==> config.mk <==
export PLATFORM = sky130hd
export DESIGN_NAME = cache_line_fill_flat
export DESIGN_NICKNAME = d
export VERILOG_FILES = /design/src/rtl/cache_line_fill_pkg.sv /design/src/rtl/cache_line_fill_if.sv /design/src/rtl/cache_line_fill.sv /design/src/flat_wrapper.sv
export SDC_FILE = /design/constraint.sdc
export NUM_CORES = 1
export LEC_CHECK = 0
export CAP_MARGIN = 25
export CORE_MARGIN = 2
export CORE_UTILIZATION = 30
export DETAILED_ROUTE_END_ITERATION = 6
export GPL_TIMING_DRIVEN = 0
export MAX_ROUTING_LAYER = met4
export PLACE_DENSITY = 0.68
export SETUP_SLACK_MARGIN = 0.1
export SYNTH_ARGS = -nofsm -noshare
export SYNTH_HDL_FRONTEND = slang
export SYNTH_SLANG_ARGS = --single-unit
==> constraint.sdc <==
create_clock -name clk -period 2.6 [get_ports clk]
set_input_delay 0.26 -clock clk [delete_from_list [all_inputs] [get_ports clk]]
set_output_delay 0.26 -clock clk [all_outputs]
set_load 0.05 [all_outputs]
==> src/rtl/cache_line_fill_pkg.sv <==
// Shared definitions for the cache refill path.
// Contents: the refill FSM state encoding, the Avalon word size, the derived
// line geometry functions (also used by the lane-select and cache-control
// blocks), and the helper that forms a word address inside a line.
package cache_line_fill_pkg;

  localparam int WORD_BYTES = 4;

  typedef enum logic [1:0] {
    IDLE = 2'd0,
    REQ  = 2'd1,
    WAIT = 2'd2,
    DONE = 2'd3
  } fill_state_t;

  // Line width in bits for a line of 2**offset_bits bytes.
  function automatic int lane_bits(input int offset_bits);
    return 8 * (2 ** offset_bits);
  endfunction

  // Number of 32-bit words in a line of 2**offset_bits bytes.
  function automatic int line_beats(input int offset_bits);
    return 2 ** (offset_bits - 2);
  endfunction

  // Width of a word index / beat counter; never narrower than one bit.
  function automatic int cnt_bits(input int n);
    return (n > 1) ? $clog2(n) : 1;
  endfunction

  // Byte address of word idx inside the line starting at base.
  function automatic logic [31:0] avm_word_addr(input logic [31:0] base,
                                                input logic [31:0] idx);
    return base + idx * 32'(WORD_BYTES);
  endfunction

endpackage

==> src/rtl/cache_line_fill_if.sv <==
// Avalon-MM read-only bus between the refill engine and memory.
// Signals: avm_address (word-aligned byte address), avm_read (request),
// avm_waitrequest (slave stall), avm_readdata, avm_readdatavalid.
// Modports: master (refill engine side), slave (memory side).
interface cache_line_fill_if;
  logic [31:0] avm_address;
  logic        avm_read;
  logic        avm_waitrequest;
  logic [31:0] avm_readdata;
  logic        avm_readdatavalid;

  modport master (
    output avm_address,
    output avm_read,
    input  avm_waitrequest,
    input  avm_readdata,
    input  avm_readdatavalid
  );

  modport slave (
    input  avm_address,
    input  avm_read,
    output avm_waitrequest,
    output avm_readdata,
    output avm_readdatavalid
  );
endinterface

==> src/rtl/cache_line_fill.sv <==
// Cache line refill engine.
// On fill_req (while idle) it fetches one cache line over an Avalon-MM read
// master, one 32-bit beat at a time with a single outstanding read, assembles
// the beats into line_data and presents the finished line with a one-cycle
// line_valid strobe together with line_addr (line base) and line_pos (set).
// Ports:
//   clk, reset            clock, asynchronous active-high reset
//   fill_req/addr/pos     refill request, missing byte address, target set
//   busy                  refill in progress
//   avm                   Avalon-MM read master (cache_line_fill_if.master)
//   line_data/addr/pos    assembled line, base address, set index
//   line_valid            one-cycle write strobe for the assembled line
//   word_valid/word_data  early critical-word strobe and data
// Build option: CACHE_CRITICAL_WORD_FIRST_EN starts the fetch at the missing
// word (wrapping within the line) and pulses word_valid with the first beat.
// Without it words are fetched in ascending order and word_* are tied to 0.
module cache_line_fill
  import cache_line_fill_pkg::*;
#(
  parameter int log_of_number_of_sets = 2,
  parameter int bits_for_offset       = 3,
  parameter int single_lane_size      = lane_bits(bits_for_offset),
  parameter int beats                 = line_beats(bits_for_offset)
) (
  input  logic                             clk,
  input  logic                             reset,
  input  logic                             fill_req,
  input  logic [31:0]                      fill_addr,
  input  logic [log_of_number_of_sets-1:0] fill_pos,
  output logic                             busy,
  cache_line_fill_if.master                avm,
  output logic [single_lane_size-1:0]      line_data,
  output logic [31:0]                      line_addr,
  output logic [log_of_number_of_sets-1:0] line_pos,
  output logic                             line_valid,
  output logic                             word_valid,
  output logic [31:0]                      word_data
);

  localparam int CW = cnt_bits(beats);

  fill_state_t   state;
  fill_state_t   state_nxt;
  logic [CW-1:0] cnt;
  logic [CW-1:0] start_word;
  logic [CW-1:0] start_word_nxt;
  logic [CW-1:0] idx;
  logic          last_beat;
  logic          beat_in;

  // Low address bits only select the start word (or nothing at all).
  logic unused_addr_bits;
  assign unused_addr_bits = &{1'b0, fill_addr[bits_for_offset-1:0]};

`ifdef CACHE_CRITICAL_WORD_FIRST_EN
  // Masking with beats-1 keeps this valid down to a single-word line.
  assign start_word_nxt = CW'(fill_addr[31:2] & 30'(beats - 1));
`else
  assign start_word_nxt = '0;
`endif

  // Current word slot, wrapping within the line.
  assign idx       = CW'((32'(start_word) + 32'(cnt)) % 32'(beats));
  assign last_beat = (cnt == CW'(beats - 1));
  assign beat_in   = (state == WAIT) && avm.avm_readdatavalid;

  assign busy            = (state != IDLE);
  assign line_valid      = (state == DONE);
  assign avm.avm_read    = (state == REQ);
  assign avm.avm_address = (state == REQ) ? avm_word_addr(line_addr, 32'(idx)) : '0;

  always_ff @(posedge clk or posedge reset) begin
    if (reset) state <= IDLE;
    else       state <= state_nxt;
  end

  always_comb begin
    state_nxt = state;
    unique case (state)
      IDLE: if (fill_req) state_nxt = REQ;
      REQ:  if (!avm.avm_waitrequest) state_nxt = WAIT;
      WAIT: if (avm.avm_readdatavalid) state_nxt = last_beat ? DONE : REQ;
      DONE: state_nxt = IDLE;
      default: state_nxt = IDLE;
    endcase
  end

  always_ff @(posedge clk or posedge reset) begin
    if (reset) begin
      cnt        <= '0;
      start_word <= '0;
      line_addr  <= '0;
      line_pos   <= '0;
      line_data  <= '0;
    end else begin
      if ((state == IDLE) && fill_req) begin
        cnt        <= '0;
        start_word <= start_word_nxt;
        line_addr  <= {fill_addr[31:bits_for_offset], {bits_for_offset{1'b0}}};
        line_pos   <= fill_pos;
      end
      if (beat_in) begin
        line_data[idx*32 +: 32] <= avm.avm_readdata;
        if (!last_beat) cnt <= cnt + 1'b1;
      end
    end
  end

`ifdef CACHE_CRITICAL_WORD_FIRST_EN
  // The first beat of a fill is the word the core missed on.
  always_ff @(posedge clk or posedge reset) begin
    if (reset) begin
      word_valid <= 1'b0;
      word_data  <= '0;
    end else begin
      word_valid <= beat_in && (cnt == '0);
      if (beat_in && (cnt == '0)) word_data <= avm.avm_readdata;
    end
  end
`else
  assign word_valid = 1'b0;
  assign word_data  = '0;
`endif

endmodule

==> src/flat_wrapper.sv <==
// flat-port wrapper written by rule: the top's interface ports become plain ports
module cache_line_fill_flat import cache_line_fill_pkg::*;
#(
  parameter int log_of_number_of_sets = 2,
  parameter int bits_for_offset       = 3,
  parameter int single_lane_size      = lane_bits(bits_for_offset),
  parameter int beats                 = line_beats(bits_for_offset)
)
  (clk, reset, fill_req, fill_addr, fill_pos, busy, line_data, line_addr, line_pos, line_valid, word_valid, word_data, avm_avm_address, avm_avm_read, avm_avm_waitrequest, avm_avm_readdata, avm_avm_readdatavalid);
  cache_line_fill_if avm_i ();
  input  logic clk;
  input  logic reset;
  input  logic fill_req;
  input  logic [31:0] fill_addr;
  input  logic [log_of_number_of_sets-1:0] fill_pos;
  output logic busy;
  output logic [single_lane_size-1:0] line_data;
  output logic [31:0] line_addr;
  output logic [log_of_number_of_sets-1:0] line_pos;
  output logic line_valid;
  output logic word_valid;
  output logic [31:0] word_data;
  output wire logic [$bits(avm_i.avm_address)-1:0] avm_avm_address;
  output wire logic [$bits(avm_i.avm_read)-1:0] avm_avm_read;
  input wire logic [$bits(avm_i.avm_waitrequest)-1:0] avm_avm_waitrequest;
  input wire logic [$bits(avm_i.avm_readdata)-1:0] avm_avm_readdata;
  input wire logic [$bits(avm_i.avm_readdatavalid)-1:0] avm_avm_readdatavalid;
  assign avm_avm_address = avm_i.avm_address;
  assign avm_avm_read = avm_i.avm_read;
  assign avm_i.avm_waitrequest = avm_avm_waitrequest;
  assign avm_i.avm_readdata = avm_avm_readdata;
  assign avm_i.avm_readdatavalid = avm_avm_readdatavalid;
  cache_line_fill #(.log_of_number_of_sets(log_of_number_of_sets), .bits_for_offset(bits_for_offset), .single_lane_size(single_lane_size), .beats(beats)) u_core (.clk(clk), .reset(reset), .fill_req(fill_req), .fill_addr(fill_addr), .fill_pos(fill_pos), .busy(busy), .avm(avm_i), .line_data(line_data), .line_addr(line_addr), .line_pos(line_pos), .line_valid(line_valid), .word_valid(word_valid), .word_data(word_data));
endmodule
==> qor.json, run 1 <==
{
  "worst_hold_path": {
    "hold_path.class": "input port to async pin"
  },
  "placement": {
    "hpwlAfterDp_mm": 7.97,
    "place.port_buffers": 195,
    "routabilityCongestion": 0.689
  },
  "clock_network": {
    "cts_sink_count": 98,
    "postCtsSetupRepairBufs": 0,
    "worstSkewPairLatency_ns": 0.34,
    "cts_inserted_buffers": 9,
    "cts_max_level": 3,
    "post_cts_resize_count": 50,
    "cts.root.buffer_cell": "sky130_fd_sc_hd__clkbuf_16",
    "ctsLongestPathBuffers": 2,
    "clk_pin_slew_ns": 0.06,
    "tritoncts": "yes",
    "cts_hold_buffers": 0
  },
  "critical_path": {
    "critical_path_class": "flip-flop to output pin",
    "required_time_at_the_worst_slack_endpoint_ns": 2.34,
    "critPathSlowestCell": "sky130_fd_sc_hd__clkdlybuf4s15_1",
    "critical_path.cell_chain": "buf_4 -> nor2b_1 -> buf_2 -> and2_1 -> clkdlybuf4s15_1",
    "critical_path.top_delay_family": "buffers and inverters",
    "endpoint_kind": "output pin",
    "critical_path.max_fanout": 10,
    "startpoint_type": "flip-flop",
    "worst-path-buf-inv": 3,
    "cp_slowest_stage_delay_ns": 0.50,
    "critPathArrivalTime_ns": 2.08
  },
  "timing": {
    "timing.final.max_slew_violations": 0,
    "min_period_ns": 2.34,
    "hold_viol": 0,
    "max_slew_margin_vs_limit": 0.499,
    "rsz_0062_raised_after_global_routing": "true",
    "worstMarginPinSlew_ns": 0.750,
    "final.setup_skew_ns": 0.00679,
    "max_freq_mhz": 427,
    "setup_viol": 0,
    "share_of_the_cycle_needed_by_the_critical_path_after_routing": 0.901,
    "setup_total_negative_slack_ns": 0
  },
  "status": {
    "status": "finished clean"
  },
  "die": {
    "die-area_sq_um": 15100,
    "floorplan.die.width_microns": 123,
    "num_rows": 43,
    "io_pins": 237,
    "core_area_sq_um": 13800,
    "die_height_microns": 123,
    "initial_utilization": 0.306
  },
  "logic_synthesis": {
    "synth.yosys.seq_area_share": 0.580,
    "syn_area_sq_um": 4230,
    "syn-mean-instance-area_sq_um": 14.4,
    "synth-seq-cells": 98,
    "synth_area_leader_cell": "sky130_fd_sc_hd__dfrtp_1",
    "synthesis.yosys.warnings": 0,
    "synth.distinct_cells": 22,
    "synth_cells": 294,
    "post-synth-top-area-fraction": 0.580,
    "synth_top_cells_by_area": "sky130_fd_sc_hd__dfrtp_1, sky130_fd_sc_hd__mux2_2, sky130_fd_sc_hd__buf_4"
  },
  "cells_and_area": {
    "finish.net_count": 610,
    "filler_cell_count": 1238,
    "antenna_cells": 0,
    "layout-area-overhead-vs-synth_pct": 61.3,
    "layout-drive-gt1-share": 0.338
  },
  "detailed_routing": {
    "routedWlPerCell_microns": 14.2,
    "remaining_drc_errors": 0,
    "drt-initial-drc-count": 74,
    "via_per_inst": 4.17,
    "detail_route.wirelength_mm": 10.3,
    "ant_nets": 0,
    "via_count": 3019,
    "detail_route.first_pass.iterations": 2
  },
  "job": {
    "timing.max_cap.violations": 0
  },
  "grt": {
    "antenna_found_initial": 0,
    "grt_use_total": 0.138,
    "overflow": 0,
    "grt_first_pass_wirelength_mm": 15.4,
    "grt_pass1_vias": 3047,
    "grt_start_max_net_pins": 43
  }
}
synth_stat cells (all sizes together):
cell type,n
clkbuf,2
and2,31
nand3,1
inv,2
dfrtp,98
nand2b,2
nand3b,2
nor2,4
mux2,95
a21boi,1
buf,49
a21oi,1
or2,1
o21ai,2
conb,1
nor2b,2
layout by cell type (no fill, tap or decap), drive strengths merged:
| cell type | n |
|---|---|
| conb | 38 |
| o21ai | 2 |
| and2 | 31 |
| clkdlybuf4s50 | 164 |
| clkdlybuf4s15 | 10 |
| clkbuf | 26 |
| dlymetal6s2s | 1 |
| bufinv | 1 |
| nand3 | 1 |
| buf | 51 |
| inv | 1 |
| clkinvlp | 1 |
| nor2b | 2 |
| nand2b | 2 |
| clkinv | 3 |
| mux2 | 95 |
| a21oi | 1 |
| dlygate4sd2 | 8 |
| nand3b | 2 |
| dfrtp | 98 |
| a21boi | 1 |
| nor2 | 4 |
| or2 | 1 |
worst register-to-register path: cells and delay by family (launching register included):
| family | cells | cell delay (ns) |
|---|---|---|
| simple gates | 2 | 0.47 |
| buf+inv | 1 | 0.20 |
| mux | 1 | 0.35 |
| flops | 1 | 0.45 |
kinds of logic after synthesis:
group                  count (synthesis)  share of synthesized area
muxes                                 95                      0.253
other                                  1                   0.000887
AOI/OAI and AO/OA                      4                    0.00533
buffers and inverters                 53                     0.0953
DFF                                   98                      0.580
and+or+nand+nor                       43                     0.0657
sequential cells by signal, summed over array words and instances (netlist names):
register,cells
u_core.state,2
u_core.line_data,64
u_core.line_addr,29
u_core.line_pos,2
u_core.cnt,1
through the flow:
step	setup WS [ns]	std cells	util	area, sq um	hold WS, ns
floorplan	0.820	331	-	4370	0.367
global placement	0.154	706	0.474	6550	0.469
detailed placement	0.142	708	0.477	6590	0.475
CTS	0.0399	724	0.497	6870	0.414
global route	0.0977	724	0.493	6820	0.445
finish	0.257	724	0.493	6820	0.393
final timing paths:
path	endpoint	start	slack [ns]	cells after the start
setup / recovery	avm_avm_address[24]	u_core.state[1]$_DFFE_PP0P_	0.26	5
hold / removal	u_core.line_data[7]$_DFFE_PP0P_	reset	0.39	2
setup reg to reg	u_core.line_data[15]$_DFFE_PP0P_	u_core.state[0]$_DFFE_PP0P_	1.02	4
hold reg to reg	u_core.line_data[28]$_DFFE_PP0P_	u_core.line_data[28]$_DFFE_PP0P_	0.50	1
max in group asynchronous	u_core.line_data[50]$_DFFE_PP0P_	reset	1.56	3
min in group clk	u_core.line_data[28]$_DFFE_PP0P_	u_core.line_data[28]$_DFFE_PP0P_	0.50	1
metal layers:
metal	wire, microns	vias up	global-route usage	share of wire
met5	0	-	-	0
met4	77	0	0.0352	0.0075
met3	1080	6	0.0567	0.11
met2	5110	139	0.232	0.50
met1	3990	1465	0.152	0.39
li1	-	1409	-	-
final cells by class:
cell class | instances | area [sq um] | area share
buffer | 51 | 397 | 0.0581
clock buffer | 12 | 236 | 0.0347
clock inverter | 4 | 52.6 | 0.00770
inverter | 2 | 11.3 | 0.00165
multi-input combinational | 180 | 1510 | 0.222
sequential | 98 | 2450 | 0.359
tap | 180 | 225 | 0.0330
timing repair buffer | 197 | 1940 | 0.284
Power of run 1 is left out: the tool's default activity adds up to more than one toggle a clock period on the data nets, which glitch-free logic cannot reach.
==> inputs of run 2 (changes only) <==
--- a/config.mk
+++ b/config.mk
@@ -9,6 +9,7 @@
 export CORE_MARGIN = 2
 export CORE_UTILIZATION = 30
 export DETAILED_ROUTE_END_ITERATION = 6
+export GPL_ROUTABILITY_DRIVEN = 0
 export GPL_TIMING_DRIVEN = 0
 export MAX_ROUTING_LAYER = met4
 export PLACE_DENSITY = 0.68
==> constraint.sdc (replaced) <==
create_clock -name clk -period 2.12 [get_ports clk]
set_input_delay 0.212 -clock clk [delete_from_list [all_inputs] [get_ports clk]]
set_output_delay 0.212 -clock clk [all_outputs]
set_load 0.05 [all_outputs]
==> qor.json, run 2 (synthesis results as in run 1) <==
{
  "clock_network": {
    "cts.root.buffer_cell": "sky130_fd_sc_hd__clkbuf_16",
    "worstSkewPairLatency": {"value": 0.34, "unit": "ns", "change": "about the same"},
    "ctsLongestPathBuffers": {"value": 2, "change": "unchanged"},
    "cts_max_level": {"value": 3, "change": "unchanged"},
    "tritoncts": "yes",
    "cts_sink_count": {"value": 98, "change": "unchanged"},
    "clk_pin_slew": {"value": 0.06, "unit": "ns", "change": "about the same"},
    "postCtsSetupRepairBufs": {"value": 0, "change": "unchanged"},
    "cts_inserted_buffers": {"value": 9, "change": "unchanged"},
    "cts_hold_buffers": {"value": 0, "change": "unchanged"}
  },
  "grt": {
    "grt_use_met2": {"value": 0.228, "change": "-0.00414"},
    "grt_use_total": {"value": 0.137, "change": "-0.000713"},
    "gr-usage-met1": {"value": 0.152, "change": "+0.000296"},
    "grt_first_pass_wirelength": {"value": 15.3, "unit": "mm", "change": "-0.49%"},
    "antenna_found_initial": {"value": 0, "change": "unchanged"},
    "use_met3": {"value": 0.0586, "change": "+0.00186"},
    "overflow": {"value": 0, "change": "unchanged"},
    "grt.busiest_layer": "met2",
    "grt_start_max_net_pins": {"value": 43, "change": "unchanged"},
    "grt_pass1_vias": {"value": 3007, "change": "-1.3%"}
  },
  "die": {
    "num_rows": {"value": 43, "change": "unchanged"},
    "core_area": {"value": 13800, "unit": "sq um", "change": "unchanged"},
    "initial_utilization": {"value": 0.306, "change": "unchanged"},
    "floorplan.die.width": {"value": 123, "unit": "microns", "change": "unchanged"},
    "die-area": {"value": 15100, "unit": "sq um", "change": "unchanged"},
    "io_pins": {"value": 237, "change": "unchanged"},
    "die_height": {"value": 123, "unit": "microns", "change": "unchanged"}
  },
  "detailed_routing": {
    "via_per_inst": {"value": 4.15, "change": "-0.50%"},
    "routedWlPerCell": {"value": 14.1, "unit": "microns", "change": "-0.17%"},
    "drt-initial-drc-count": {"value": 73, "change": "-1.4%"},
    "remaining_drc_errors": {"value": 0, "change": "unchanged"},
    "ant_nets": {"value": 0, "change": "unchanged"},
    "via_count": {"value": 3004, "change": "-0.50%"},
    "detail_route.wirelength": {"value": 10.2, "unit": "mm", "change": "-0.17%"},
    "detail_route.first_pass.iterations": {"value": 2, "change": "unchanged"}
  },
  "job": {
    "timing.max_cap.violations": {"value": 0, "change": "unchanged"}
  },
  "cells_and_area": {
    "most-common-layout-cells": "sky130_fd_sc_hd__clkdlybuf4s50_1, sky130_fd_sc_hd__dfrtp_1, sky130_fd_sc_hd__mux2_2, sky130_fd_sc_hd__buf_4, sky130_fd_sc_hd__conb_1",
    "multi_input_comb_area": {"value": 1520, "unit": "sq um", "change": "+0.50%"},
    "finish.net_count": {"value": 610, "change": "unchanged"},
    "final_common_cell": "sky130_fd_sc_hd__clkdlybuf4s50_1",
    "regMostFlops": "u_core.line_data",
    "antenna_cells": {"value": 0, "change": "unchanged"},
    "non_filler_cell_area_final": {"value": 6750, "unit": "sq um", "change": "-1.0%"},
    "layout-area-overhead-vs-synth_pct": 59.7,
    "layout-drive-gt1-share": {"value": 0.360, "change": "+0.0221"},
    "biggestRegsByFlops": "u_core.line_data (64), u_core.line_addr (29)",
    "seqCellArea": {"value": 2450, "unit": "sq um", "change": "unchanged"},
    "largest_register_ffs": {"value": 64, "change": "unchanged"},
    "filler_cell_count": {"value": 1250, "change": "+0.97%"},
    "final_core_util": {"value": 0.488, "change": "-0.00507"}
  },
  "critical_path": {
    "critical_path.top_delay_family": "buffers and inverters",
    "startpoint_type": "flip-flop",
    "critPathSlowestCell": "sky130_fd_sc_hd__dfrtp_1",
    "critPathArrivalTime": {"value": 1.65, "unit": "ns", "change": "-0.43 ns"},
    "required_time_at_the_worst_slack_endpoint": {"value": 1.91, "unit": "ns", "change": "-0.43 ns"},
    "critical_path_class": "flip-flop to output pin",
    "cp_slowest_stage_delay": {"value": 0.36, "unit": "ns", "change": "-0.14 ns"},
    "endpoint_kind": "output pin",
    "critical_path.cell_chain": "buf_4 -> nor2b_4 -> clkbuf_2 -> and2_1 -> buf_2",
    "critical_path.max_fanout": {"value": 10, "change": "unchanged"},
    "worst-path-buf-inv": {"value": 3, "change": "unchanged"}
  },
  "timing": {
    "rsz_0062_raised_after_global_routing": "false",
    "timing.final.max_slew_violations": {"value": 0, "change": "unchanged"},
    "min_period_ns": 1.86,
    "share_of_the_cycle_needed_by_the_critical_path_after_routing": 0.879,
    "worstMarginPinSlew": {"value": 0.751, "unit": "ns", "change": "+0.000818 ns"},
    "max_freq_mhz": 537,
    "hold_viol": {"value": 0, "change": "unchanged"},
    "max_slew_margin_vs_limit": {"value": 0.498, "change": "-0.000546"},
    "final.setup_skew": {"value": 0.00687, "unit": "ns", "change": "+0.0000807 ns"},
    "setup_viol": {"value": 0, "change": "unchanged"}
  },
  "placement": {
    "hpwlAfterDp": {"value": 7.97, "unit": "mm", "change": "unchanged"},
    "place.port_buffers": {"value": 195, "change": "unchanged"},
    "post_place_instance_area": {"value": 6590, "unit": "sq um", "change": "unchanged"}
  },
  "worst_hold_path": {
    "hold_path.class": "input port to async pin"
  },
  "status": {
    "status": "finished clean"
  }
}
run 2: layout make-up:
type,instances,area share
inverter,2,0.00167
timing repair buffer,197,0.275
sequential,98,0.363
tap,180,0.0334
clock buffer,12,0.0350
buffer,51,0.0593
clock inverter,4,0.00778
multi-input combinational,180,0.225
run 2: timing repair:
action                                  in CTS  in global routing
resized for setup                          152                 10
endpoints found under the setup margin      32                 28
pin swaps                                    0                  0
run 2: worst paths after layout:
check	startpoint	endpoint	slack (ns)	cells after the start
max	u_core.state[1]$_DFFE_PP0P_	avm_avm_address[11]	0.26	5
min	reset	u_core.line_data[7]$_DFFE_PP0P_	0.35	2
max reg2reg	u_core.state[0]$_DFFE_PP0P_	u_core.line_addr[27]$_DFFE_PP0N_	0.54	4
min reg2reg	u_core.line_data[28]$_DFFE_PP0P_	u_core.line_data[28]$_DFFE_PP0P_	0.50	1
max in group asynchronous	reset	u_core.line_data[50]$_DFFE_PP0P_	1.12	3
min in group clk	fill_addr[8]	u_core.line_addr[8]$_DFFE_PP0N_	0.48	2
run 2: per-layer routing:
layer	vias to the layer above	part of all wire
met5	-	0
met4	0	0.0075
met2	139	0.49
li1	1410	-
met1	1449	0.39
met3	6	0.11
run 2: worst register-to-register path, delay by kind of cell, from the launching register on:
kind          cells  cell delay (ns)
mux               1             0.35
flops             1             0.45
buf+inv           1             0.25
simple gates      2             0.43
run 2: stage by stage:
stage                     TNS [ns]  hold WS [ns]  worst slack, ns  instances
after global routing             0         0.397            0.150        724
final                            0         0.346            0.256        724
after floorplan                  0         0.319            0.388        331
after detailed placement     -5.96         0.475           -0.290        708
after global placement      -32.09         0.469           -0.278        706
after CTS                        0         0.366           0.0410        724
Power of run 2 is left out for the same reason.
